--- src/rtl/shift_sched_pkg.sv ---
`default_nettype none
// ============================================================================
// Module   : shift_sched_pkg
// Brief    : Shared types and constants for the shifter scheduler.
// Revision : 1.0
// ============================================================================
package shift_sched_pkg;

  localparam int W_DEF  = 4;
  localparam int CW_DEF = 4;

  typedef enum logic [1:0] {
    ST_IDLE  = 2'd0,
    ST_SHIFT = 2'd1,
    ST_CAPT  = 2'd2
  } state_e;

  localparam logic OWN0 = 1'b0;
  localparam logic OWN1 = 1'b1;

endpackage : shift_sched_pkg
`default_nettype wire

--- src/rtl/shift_sched_if.sv ---
`default_nettype none
// ============================================================================
// Module   : shift_sched_if
// Brief    : Client-side request/grant/done bundle of the shifter scheduler.
// Revision : 1.0
// ============================================================================
interface shift_sched_if #(
  parameter int W  = 4,
  parameter int CW = 4
);

  logic          req0;
  logic          req1;
  logic [W-1:0]  data0;
  logic [W-1:0]  data1;
  logic [CW-1:0] cnt0;
  logic [CW-1:0] cnt1;
  logic          gnt0;
  logic          gnt1;
  logic          done0;
  logic          done1;
  logic [W-1:0]  res;

  modport master (
    output req0, req1, data0, data1, cnt0, cnt1,
    input  gnt0, gnt1, done0, done1, res
  );

  modport slave (
    input  req0, req1, data0, data1, cnt0, cnt1,
    output gnt0, gnt1, done0, done1, res
  );

endinterface : shift_sched_if
`default_nettype wire

--- src/rtl/shift_sched_rr_arb2.sv ---
`default_nettype none
// ============================================================================
// Module   : rr_arb2
// Brief    : Two-input arbiter; round-robin when SHIFT_SCHED_RR_EN is defined,
//            fixed priority to input 0 otherwise.
// Revision : 1.0
// ============================================================================
module rr_arb2
  import shift_sched_pkg::*;
(
  input  wire logic       clk,
  input  wire logic       rst,
  input  wire logic [1:0] req_i,
  input  wire logic       adv_i,
  output logic      [1:0] gnt_o
);

`ifdef SHIFT_SCHED_RR_EN
  logic ptr_q;
  logic ptr_d;

  // ptr_q names the client that wins a tie next.
  always_comb begin
    gnt_o = 2'b00;
    if (req_i == 2'b11) begin
      gnt_o = (ptr_q == OWN0) ? 2'b01 : 2'b10;
    end else begin
      gnt_o = req_i;
    end
    ptr_d = ptr_q;
    if (adv_i) begin
      ptr_d = gnt_o[0] ? OWN1 : OWN0;
    end
  end

  always_ff @(posedge clk or posedge rst) begin
    if (rst) begin
      ptr_q <= OWN0;
    end else begin
      ptr_q <= ptr_d;
    end
  end
`else
  logic w_unused;
  assign w_unused = &{1'b0, clk, rst, adv_i};

  always_comb begin
    gnt_o = 2'b00;
    if (req_i[0]) begin
      gnt_o = 2'b01;
    end else if (req_i[1]) begin
      gnt_o = 2'b10;
    end
  end
`endif

endmodule : rr_arb2
`default_nettype wire

--- src/rtl/shift_sched.sv ---
`default_nettype none
// ============================================================================
// Module   : shift_sched
// Brief    : Two-client scheduler/sequencer for the shared 4-bit shifter.
//            Arbitration mode selected by macro SHIFT_SCHED_RR_EN.
// Revision : 1.0
// ============================================================================
module shift_sched
  import shift_sched_pkg::*;
#(
  parameter int W  = W_DEF,
  parameter int CW = CW_DEF
) (
  input  wire logic         clk,
  input  wire logic         rst,
  shift_sched_if.slave      bus,
  output logic              busy_o,
  output logic [W-1:0]      si_o,
  output logic              shn_o,
  input  wire logic [W-1:0] so_i
);

  localparam logic [1:0] S_IDLE  = ST_IDLE;
  localparam logic [1:0] S_SHIFT = ST_SHIFT;
  localparam logic [1:0] S_CAPT  = ST_CAPT;

  logic [1:0]    state_q, state_d;
  logic [CW-1:0] cnt_q, cnt_d;
  logic          owner_q, owner_d;
  logic [W-1:0]  si_q, si_d;
  logic          shn_q, shn_d;
  logic [W-1:0]  res_q, res_d;
  logic [1:0]    gnt_q, gnt_d;
  logic [1:0]    done_q, done_d;
  logic [1:0]    win;
  logic          adv;

  rr_arb2 u_arb (
    .clk   (clk),
    .rst   (rst),
    .req_i ({bus.req1, bus.req0}),
    .adv_i (adv),
    .gnt_o (win)
  );

  always_comb begin
    state_d = state_q;
    cnt_d   = cnt_q;
    owner_d = owner_q;
    si_d    = si_q;
    shn_d   = shn_q;
    res_d   = res_q;
    gnt_d   = 2'b00;
    done_d  = 2'b00;
    adv     = 1'b0;
    case (state_q)
      S_IDLE: begin
        if (win != 2'b00) begin
          adv   = 1'b1;
          gnt_d = win;
          if (win[0]) begin
            owner_d = OWN0;
            si_d    = bus.data0;
            cnt_d   = bus.cnt0;
          end else begin
            owner_d = OWN1;
            si_d    = bus.data1;
            cnt_d   = bus.cnt1;
          end
          // A zero count skips SHIFT entirely.
          if (cnt_d != '0) begin
            state_d = S_SHIFT;
            shn_d   = 1'b1;
          end else begin
            state_d = S_CAPT;
            shn_d   = 1'b0;
          end
        end
      end
      S_SHIFT: begin
        cnt_d = cnt_q - CW'(1);
        if (cnt_q == CW'(1)) begin
          state_d = S_CAPT;
          shn_d   = 1'b0;
        end
      end
      S_CAPT: begin
        res_d   = so_i;
        done_d  = (owner_q == OWN1) ? 2'b10 : 2'b01;
        state_d = S_IDLE;
      end
      default: begin
        state_d = S_IDLE;
        shn_d   = 1'b0;
      end
    endcase
  end

  always_ff @(posedge clk or posedge rst) begin
    if (rst) begin
      state_q <= S_IDLE;
      cnt_q   <= '0;
      owner_q <= OWN0;
      si_q    <= '0;
      shn_q   <= 1'b0;
      res_q   <= '0;
      gnt_q   <= 2'b00;
      done_q  <= 2'b00;
    end else begin
      state_q <= state_d;
      cnt_q   <= cnt_d;
      owner_q <= owner_d;
      si_q    <= si_d;
      shn_q   <= shn_d;
      res_q   <= res_d;
      gnt_q   <= gnt_d;
      done_q  <= done_d;
    end
  end

  assign busy_o    = (state_q != S_IDLE);
  assign si_o      = si_q;
  assign shn_o     = shn_q;
  assign bus.gnt0  = gnt_q[0];
  assign bus.gnt1  = gnt_q[1];
  assign bus.done0 = done_q[0];
  assign bus.done1 = done_q[1];
  assign bus.res   = res_q;

endmodule : shift_sched
`default_nettype wire
--- src/flat_wrapper.sv ---
// flat-port wrapper written by rule: the top's interface ports become plain ports
module shift_sched_flat import shift_sched_pkg::*;
#(
  parameter int W  = W_DEF,
  parameter int CW = CW_DEF
)
  (clk, rst, busy_o, si_o, shn_o, so_i, bus_req0, bus_req1, bus_data0, bus_data1, bus_cnt0, bus_cnt1, bus_gnt0, bus_gnt1, bus_done0, bus_done1, bus_res);
  shift_sched_if #(.W(W), .CW(CW)) bus_i ();
  input  wire logic clk;
  input  wire logic rst;
  output logic busy_o;
  output logic [W-1:0] si_o;
  output logic shn_o;
  input  wire logic [W-1:0] so_i;
  input wire logic [$bits(bus_i.req0)-1:0] bus_req0;
  input wire logic [$bits(bus_i.req1)-1:0] bus_req1;
  input wire logic [$bits(bus_i.data0)-1:0] bus_data0;
  input wire logic [$bits(bus_i.data1)-1:0] bus_data1;
  input wire logic [$bits(bus_i.cnt0)-1:0] bus_cnt0;
  input wire logic [$bits(bus_i.cnt1)-1:0] bus_cnt1;
  output wire logic [$bits(bus_i.gnt0)-1:0] bus_gnt0;
  output wire logic [$bits(bus_i.gnt1)-1:0] bus_gnt1;
  output wire logic [$bits(bus_i.done0)-1:0] bus_done0;
  output wire logic [$bits(bus_i.done1)-1:0] bus_done1;
  output wire logic [$bits(bus_i.res)-1:0] bus_res;
  assign bus_i.req0 = bus_req0;
  assign bus_i.req1 = bus_req1;
  assign bus_i.data0 = bus_data0;
  assign bus_i.data1 = bus_data1;
  assign bus_i.cnt0 = bus_cnt0;
  assign bus_i.cnt1 = bus_cnt1;
  assign bus_gnt0 = bus_i.gnt0;
  assign bus_gnt1 = bus_i.gnt1;
  assign bus_done0 = bus_i.done0;
  assign bus_done1 = bus_i.done1;
  assign bus_res = bus_i.res;
  shift_sched #(.W(W), .CW(CW)) u_core (.clk(clk), .rst(rst), .bus(bus_i), .busy_o(busy_o), .si_o(si_o), .shn_o(shn_o), .so_i(so_i));
endmodule
--- config.mk ---
export PLATFORM = sky130hd
export DESIGN_NAME = shift_sched_flat
export DESIGN_NICKNAME = d
export VERILOG_FILES = /design/src/rtl/shift_sched_pkg.sv /design/src/rtl/shift_sched_if.sv /design/src/rtl/shift_sched_rr_arb2.sv /design/src/rtl/shift_sched.sv /design/src/flat_wrapper.sv
export SDC_FILE = /design/constraint.sdc
export NUM_CORES = 1
export LEC_CHECK = 0
export CAP_MARGIN = 20
export CORE_UTILIZATION = 38
export DETAILED_ROUTE_END_ITERATION = 7
export PLACE_DENSITY = 0.79
export SETUP_SLACK_MARGIN = 0.02
export SLEW_MARGIN = 20
export SYNTH_ARGS = -nofsm -noshare
export SYNTH_HDL_FRONTEND = slang
export SYNTH_SLANG_ARGS = --single-unit
export TNS_END_PERCENT = 100
--- constraint.sdc ---
create_clock -name clk -period 1.5 [get_ports clk]
set_clock_uncertainty 0.2 [all_clocks]
set_input_delay 0.3 -clock clk [delete_from_list [all_inputs] [get_ports clk]]
set_output_delay 0.3 -clock clk [all_outputs]
set_load 0.02 [all_outputs]
==> metrics.yaml, run 1 <==
status: "complete, but fails checks"
violations: "setup timing"
num_vias: 932
drt_first_pass_iters: 4
boundaryPins: 38
tightest_slew_ns: 0.401
core_area_um2: 2300
place_area_um2: 1480
gr-total-overflow: 0
regArea_um2: 500
peakVddDrop_mv: 1.07
synth_area_leaders: "dfrtp_1, mux2i_1, mux2_2"
post-route-drc-count: 0
drive_above_1_share_pct: 38.7
crit_fanout: 2
crit_chain: "nor2_2, inv_2, buf_6"
cp.arrival_ns: 1.06
critPathSlowestCell: "dfrtp_1"
grt_pass1_vias: 898
seq_area_frac_synth_pct: 51.9
rsz0062_at_grt: "true"
root_buffer: "clkbuf_4"
finalNetCount: 169
n_antenna_cell: 0
cts_buffer_depth: 2
n_fill_cell: 173
grt_usage_pct: 21.0
syn_nets: 112
die_area_um2: 2740
grt_pass1_wl_um: 4060
area_growth_syn_to_layout_pct: 58.1
dieWidth_um: 52.4
drt-initial-drc-count: 13
synth_top_area_share_pct: 51.9
fin_hold_ws_ns: 0.0818
cts_tree: "done"
syn_area_per_cell_um2: 11.2
critPathMaxStageDelay_ns: 0.42
drv_cap: 0
path_clk_slew_ns: 0.12
path_delay_family: "flip-flops"
final_cell_area_um2: 1520
cp-start-kind: "register"
timing.fmax_mhz: 639
layout_setup_ws_ns: -0.0637
wl_um: 2750
grt_max_degree: 21
ctsHoldBuffers: 0
hold_path.class: "in2async"
cts_made_buffers: 3
p_leak_nw: 0.726
critPathBufInv: 2
endpoint_kind: "output pin"
slew_viol_final: 0
cts_sinks: 20
start_util_pct: 41.9
syn_inst: 86
cp.required_ns: 1.00
critical_path_class: "reg2out"
setup-violations-final: 2
pre_cts_ws_ns: -0.576
routed_via_density: 5.48
synth_area_um2: 963
row_count: 17
ant_nets: 0
gp_congestion: 0.788
ys_ff_latch: 20
power_density_nw_per_um2: 1970
avgRoutedWirePerCell_um: 16.1
die_y_um: 52.4
hold_viol: 0
multi_input_area_um2: 495
yosysWarnings: 0
antenna_found_initial: 0
yosysTopAreaCell: "dfrtp_1"
hpwlAfterDp_um: 1850
tns_ns: -0.103
timing.slew.headroom_pct: 73.0
min_period_over_period_pct: 104
portBuffers: 37
clkLatencyLatePin_ns: 0.32
synth_cell_types: 33
cts-htree-levels: 1
min_period_ns: 1.56
## worst min-delay path, cell delays in order
cell             delay (ns)
clkdlybuf4s50_1        0.39
inv_1                  0.05
buf_4                  0.25
## per-layer routing
layer  vias to the layer above  wire length, µm  GRT usage, %
li1                        430                -             -
met1                       448             1080          22.9
met2                        45             1370          36.7
met3                         9              203          2.61
met4                         0               97          15.4
met5                         -                0             0
## Yosys cell counts
library cell and count:
nand2b_1 1, mux2_2 5, nor2_1 7, o21ai_1 2, a22oi_1 1, and2_1 2, and3b_1 1, inv_2 1
or4_1 1, o21ai_0 10, o22a_1 1, nand2_1 1, buf_2 1, nor2b_1 2, nand3b_1 1, a21oi_1 2
o32ai_1 1, dfrtp_1 20, nor4_1 1, ha_1 2, o221ai_1 1, a22o_1 1, xor2_1 1, a2bb2oi_1 1
a21o_1 1, a31o_1 1, nor3b_1 1, inv_1 3, o22ai_1 2, mux2i_1 7, or4b_1 2, o21ba_2 1
clkbuf_1 1
## logic make-up after synthesis
group	synth area share [%]
AOI/OAI and AO/OA	16.6
and+or+nand+nor	12.3
DFF	51.9
muxes	13.1
buffers and inverters	2.47
adders and majority gates	2.60
xor gates and xnor gates	0.909
## sequential cells by signal, indices dropped and copies added (netlist names)
signal / count
u_core.bus.res: 4
u_core.cnt_q: 4
u_core.done_q: 2
u_core.gnt_q: 2
u_core.owner_q: 1
u_core.shn_o: 1
u_core.si_o: 4
u_core.state_q: 2
## final timing paths
check                                                    from                           to  slack [ns]  depth (start not counted)
worst max-delay path            u_core.state_q[0]$_DFFE_PP0P_                       busy_o       -0.06                          3
worst min-delay path                                      rst   u_core.done_q[0]$_DFF_PP0_        0.08                          3
worst max register to register  u_core.state_q[1]$_DFFE_PP0P_  u_core.cnt_q[3]$_DFFE_PP0P_       -0.04                          4
worst min register to register     u_core.owner_q$_DFFE_PP0P_   u_core.done_q[0]$_DFF_PP0_        0.27                          1
max in group asynchronous                                 rst   u_core.si_o[3]$_DFFE_PP0P_        0.81                          3
min in group clk                                  bus_cnt0[2]  u_core.cnt_q[2]$_DFFE_PP0P_        0.13                          3
## layout make-up
type                    instances  share of cell area [%]
flip-flops and latches         20                    32.9
clock buffers                   3                    1.48
multi-input cells              60                    32.5
well taps                      28                    2.30
inverters                       4                   0.986
repair buffers                 54                    27.9
clock inverters                 1                    1.97
## where the power goes
part / switching [W] / total (W) / internal (W)
sequential: 0.000155 / 0.000937 / 0.000783
clock: 0.000185 / 0.000455 / 0.000271
combinational: 0.000835 / 0.00161 / 0.000777
## through the flow
step | instances | power, W | util, %
global route | 170 | 0.00317 | 66.3
finish | 170 | 0.00301 | 66.3
CTS | 170 | 0.00297 | 67.9
global placement | 164 | 0.00242 | 64.4
floorplan | 86 | 0.00178 | -
detailed placement | 164 | 0.00247 | 64.4
## placed cells by master, fill, tap and decap left out, drive strengths merged, types with 2 or more instances in the layout
cell type      netlist  routed
inv                  4       4
clkbuf               1       5
o21ai               12      12
clkdlybuf4s15        0       3
and2                 2       2
nor2b                2       2
or4b                 2       2
dfrtp               20      20
clkdlybuf4s50        0      15
mux2                 5       5
mux2i                7       7
nor2                 7       7
ha                   2       2
buf                  1      32
o22ai                2       2
a21oi                2       2
## repair_timing
item / 4_1_cts / 5_1_grt
pin swaps: 5 / 2
gates resized for setup: 70 / 20
setup endpoints to repair: 25 / 24
setup buffers: 2 / 0
(Power assumes the default switching activity.)
==> run 2: changes to the inputs <==
--- a/config.mk
+++ b/config.mk
@@ -5,7 +5,6 @@
 export SDC_FILE = /design/constraint.sdc
 export NUM_CORES = 1
 export LEC_CHECK = 0
-export CAP_MARGIN = 20
 export CORE_UTILIZATION = 38
 export DETAILED_ROUTE_END_ITERATION = 7
 export PLACE_DENSITY = 0.79
@@ -14,4 +13,4 @@
 export SYNTH_ARGS = -nofsm -noshare
 export SYNTH_HDL_FRONTEND = slang
 export SYNTH_SLANG_ARGS = --single-unit
-export TNS_END_PERCENT = 100
+export TNS_END_PERCENT = 50
==> run 2 against run 1 <==
- the run still ends with setup timing left
- largest power group unchanged
- total power is 2.5% lower
- clock-buffer cell count stayed put
- sequential share of layout area is 0.36 points higher
- global-route usage is 0.74 points lower
- cell count is 0.59% lower
- first-iteration DRC count is 62% lower
==> metrics.yaml, run 2 (synthesis results as in run 1) <==
reg2reg_slack_ns: -0.05  # about the same
p_leak_nw: 0.708  # -2.4%
hold_viol: 0  # unchanged
critPathSlowestCell: "dfrtp_1"
die_y_um: 52.4  # unchanged
final_cell_area_um2: 1510  # -0.82%
peakVddDrop_mv: 1.37  # +28%
ctsHoldBuffers: 0  # unchanged
layout_setup_ws_ns: -0.0451  # +0.0186 ns
cts_buffer_depth: 2  # unchanged
ant_nets: 0  # unchanged
root_buffer: "clkbuf_4"
min_period_over_period_pct: 103  # -1.2 points
crit_chain: "nor2_2, inv_2, buf_6"
boundaryPins: 38  # unchanged
portBuffers: 37  # unchanged
start_util_pct: 41.9  # unchanged
antenna_found_initial: 0  # unchanged
power_density_nw_per_um2: 1940  # -1.7%
gr-total-overflow: 0  # unchanged
slew_viol_final: 0  # unchanged
r2r_end: "u_core.cnt_q[3]$_DFFE_PP0P_"
gp_congestion: 0.866  # +10%
post-route-drc-count: 0  # unchanged
timing.fmax_mhz: 647  # +1.2%
timing.slew.headroom_pct: 78.4  # +5.4 points
path_clk_slew_ns: 0.11  # about the same
area_growth_syn_to_layout_pct: 56.8
clkLatencyLatePin_ns: 0.30  # -0.02 ns
r2r_start: "u_core.state_q[1]$_DFFE_PP0P_"
cp.required_ns: 1.00  # about the same
routed_via_density: 5.26  # -4.0%
drt-initial-drc-count: 5  # -8
n_antenna_cell: 0  # unchanged
pre_cts_ws_ns: -0.579  # -0.00291 ns
hold_path.class: "in2async"
grt_usage_pct: 20.2  # -0.74 points
layout_common_cells: "dfrtp_1, clkdlybuf4s50_1, buf_4"
critical_path_class: "reg2out"
tightest_slew_ns: 0.323  # -0.0775 ns
crit_fanout: 2  # unchanged
cp.arrival_ns: 1.05  # about the same
endpoint_kind: "output pin"
dieWidth_um: 52.4  # unchanged
rsz0062_at_grt: "true"
grt_pass1_vias: 826  # -8.0%
critPathMaxStageDelay_ns: 0.41  # about the same
cts-htree-levels: 1  # unchanged
reg2regPathDepth: 4  # unchanged
drv_cap: 0  # unchanged
violations: "setup timing"
row_count: 17  # unchanged
wl_um: 2610  # -4.8%
cp-start-kind: "register"
layout.cells.most_common: "dfrtp_1"
drive_above_1_share_pct: 38.3  # -0.43 points
num_vias: 889  # -4.6%
die_area_um2: 2740  # unchanged
grt_pass1_wl_um: 3800  # -6.5%
core_area_um2: 2300  # unchanged
grt_max_degree: 21  # unchanged
avgRoutedWirePerCell_um: 15.5  # -4.2%
place_area_um2: 1470  # -0.51%
finalNetCount: 168  # -0.59%
cts_made_buffers: 3  # unchanged
hpwlAfterDp_um: 1930  # +4.1%
drt_first_pass_iters: 4  # unchanged
cts_tree: "done"
min_period_ns: 1.55  # -0.0186 ns
cts_sinks: 20  # unchanged
status: "complete, but fails checks"
setup-violations-final: 2  # unchanged
run 2: layout make-up:
cell class | count | area, µm²
Clock inverter | 1 | 30.0
Multi-Input combinational cell | 60 | 493
Timing Repair Buffer | 53 | 413
Fill cell | 185 | 787
Inverter | 4 | 15.0
Clock buffer | 3 | 22.5
Sequential cell | 20 | 502
Tap cell | 28 | 35.0
run 2: worst max-delay path: cells and delay by family, from the launching register on:
family | cells | cell delay, ns
buffers and inverters | 2 | 0.19
flip-flops | 1 | 0.41
AND/OR/NAND/NOR | 1 | 0.16
run 2: where the power goes:
part           internal, W  leakage, nW  switching, W
clock network     0.000270       0.0279      0.000159
logic             0.000748        0.434      0.000787
registers         0.000786        0.246      0.000179
total              0.00180        0.708       0.00113
run 2: what timing repair did:
action                     in CTS  in global routing
pin swaps                       5                  6
hold endpoints to repair        0                  0
resized for setup              63                 23
setup endpoints to repair      25                 22
buffers inserted                0                  1
run 2: how the worst max path moves through the flow:
stage,endpoint,start,cells after the start
floorplan,u_core.shn_o$_DFFE_PP0P_,bus_cnt0[1],3
finish,busy_o,u_core.state_q[0]$_DFFE_PP0P_,3
detailed placement,u_core.shn_o$_DFFE_PP0P_,bus_req0,4
global placement,u_core.shn_o$_DFFE_PP0P_,bus_req0,4
global route,busy_o,u_core.state_q[1]$_DFFE_PP0P_,3
CTS,busy_o,u_core.state_q[1]$_DFFE_PP0P_,3
run 2: through the flow:
step | hold slack, ns | utilization, % | power [W] | setup TNS (ns) | instances
2_1_floorplan | 0.0638 | - | 0.00173 | -0.0951 | 86
3_5_place_dp | 0.237 | 64.1 | 0.00247 | -5.14 | 164
5_1_grt | 0.115 | 65.7 | 0.00310 | -0.187 | 169
6_report | 0.0988 | 65.7 | 0.00293 | -0.0805 | 169
3_3_place_gp | 0.232 | 64.1 | 0.00241 | -4.77 | 164
4_1_cts | 0.103 | 66.9 | 0.00289 | -0.114 | 168
run 2: layer usage:
| layer | GRT usage [%] | up-vias | routed length, µm |
|---|---|---|---|
| met3 | 6.09 | 6 | 136 |
| li1 | - | 430 | - |
| met5 | 0 | - | 0 |
| met4 | 10.5 | 0 | 65 |
| met1 | 23.6 | 428 | 1070 |
| met2 | 33.1 | 25 | 1340 |
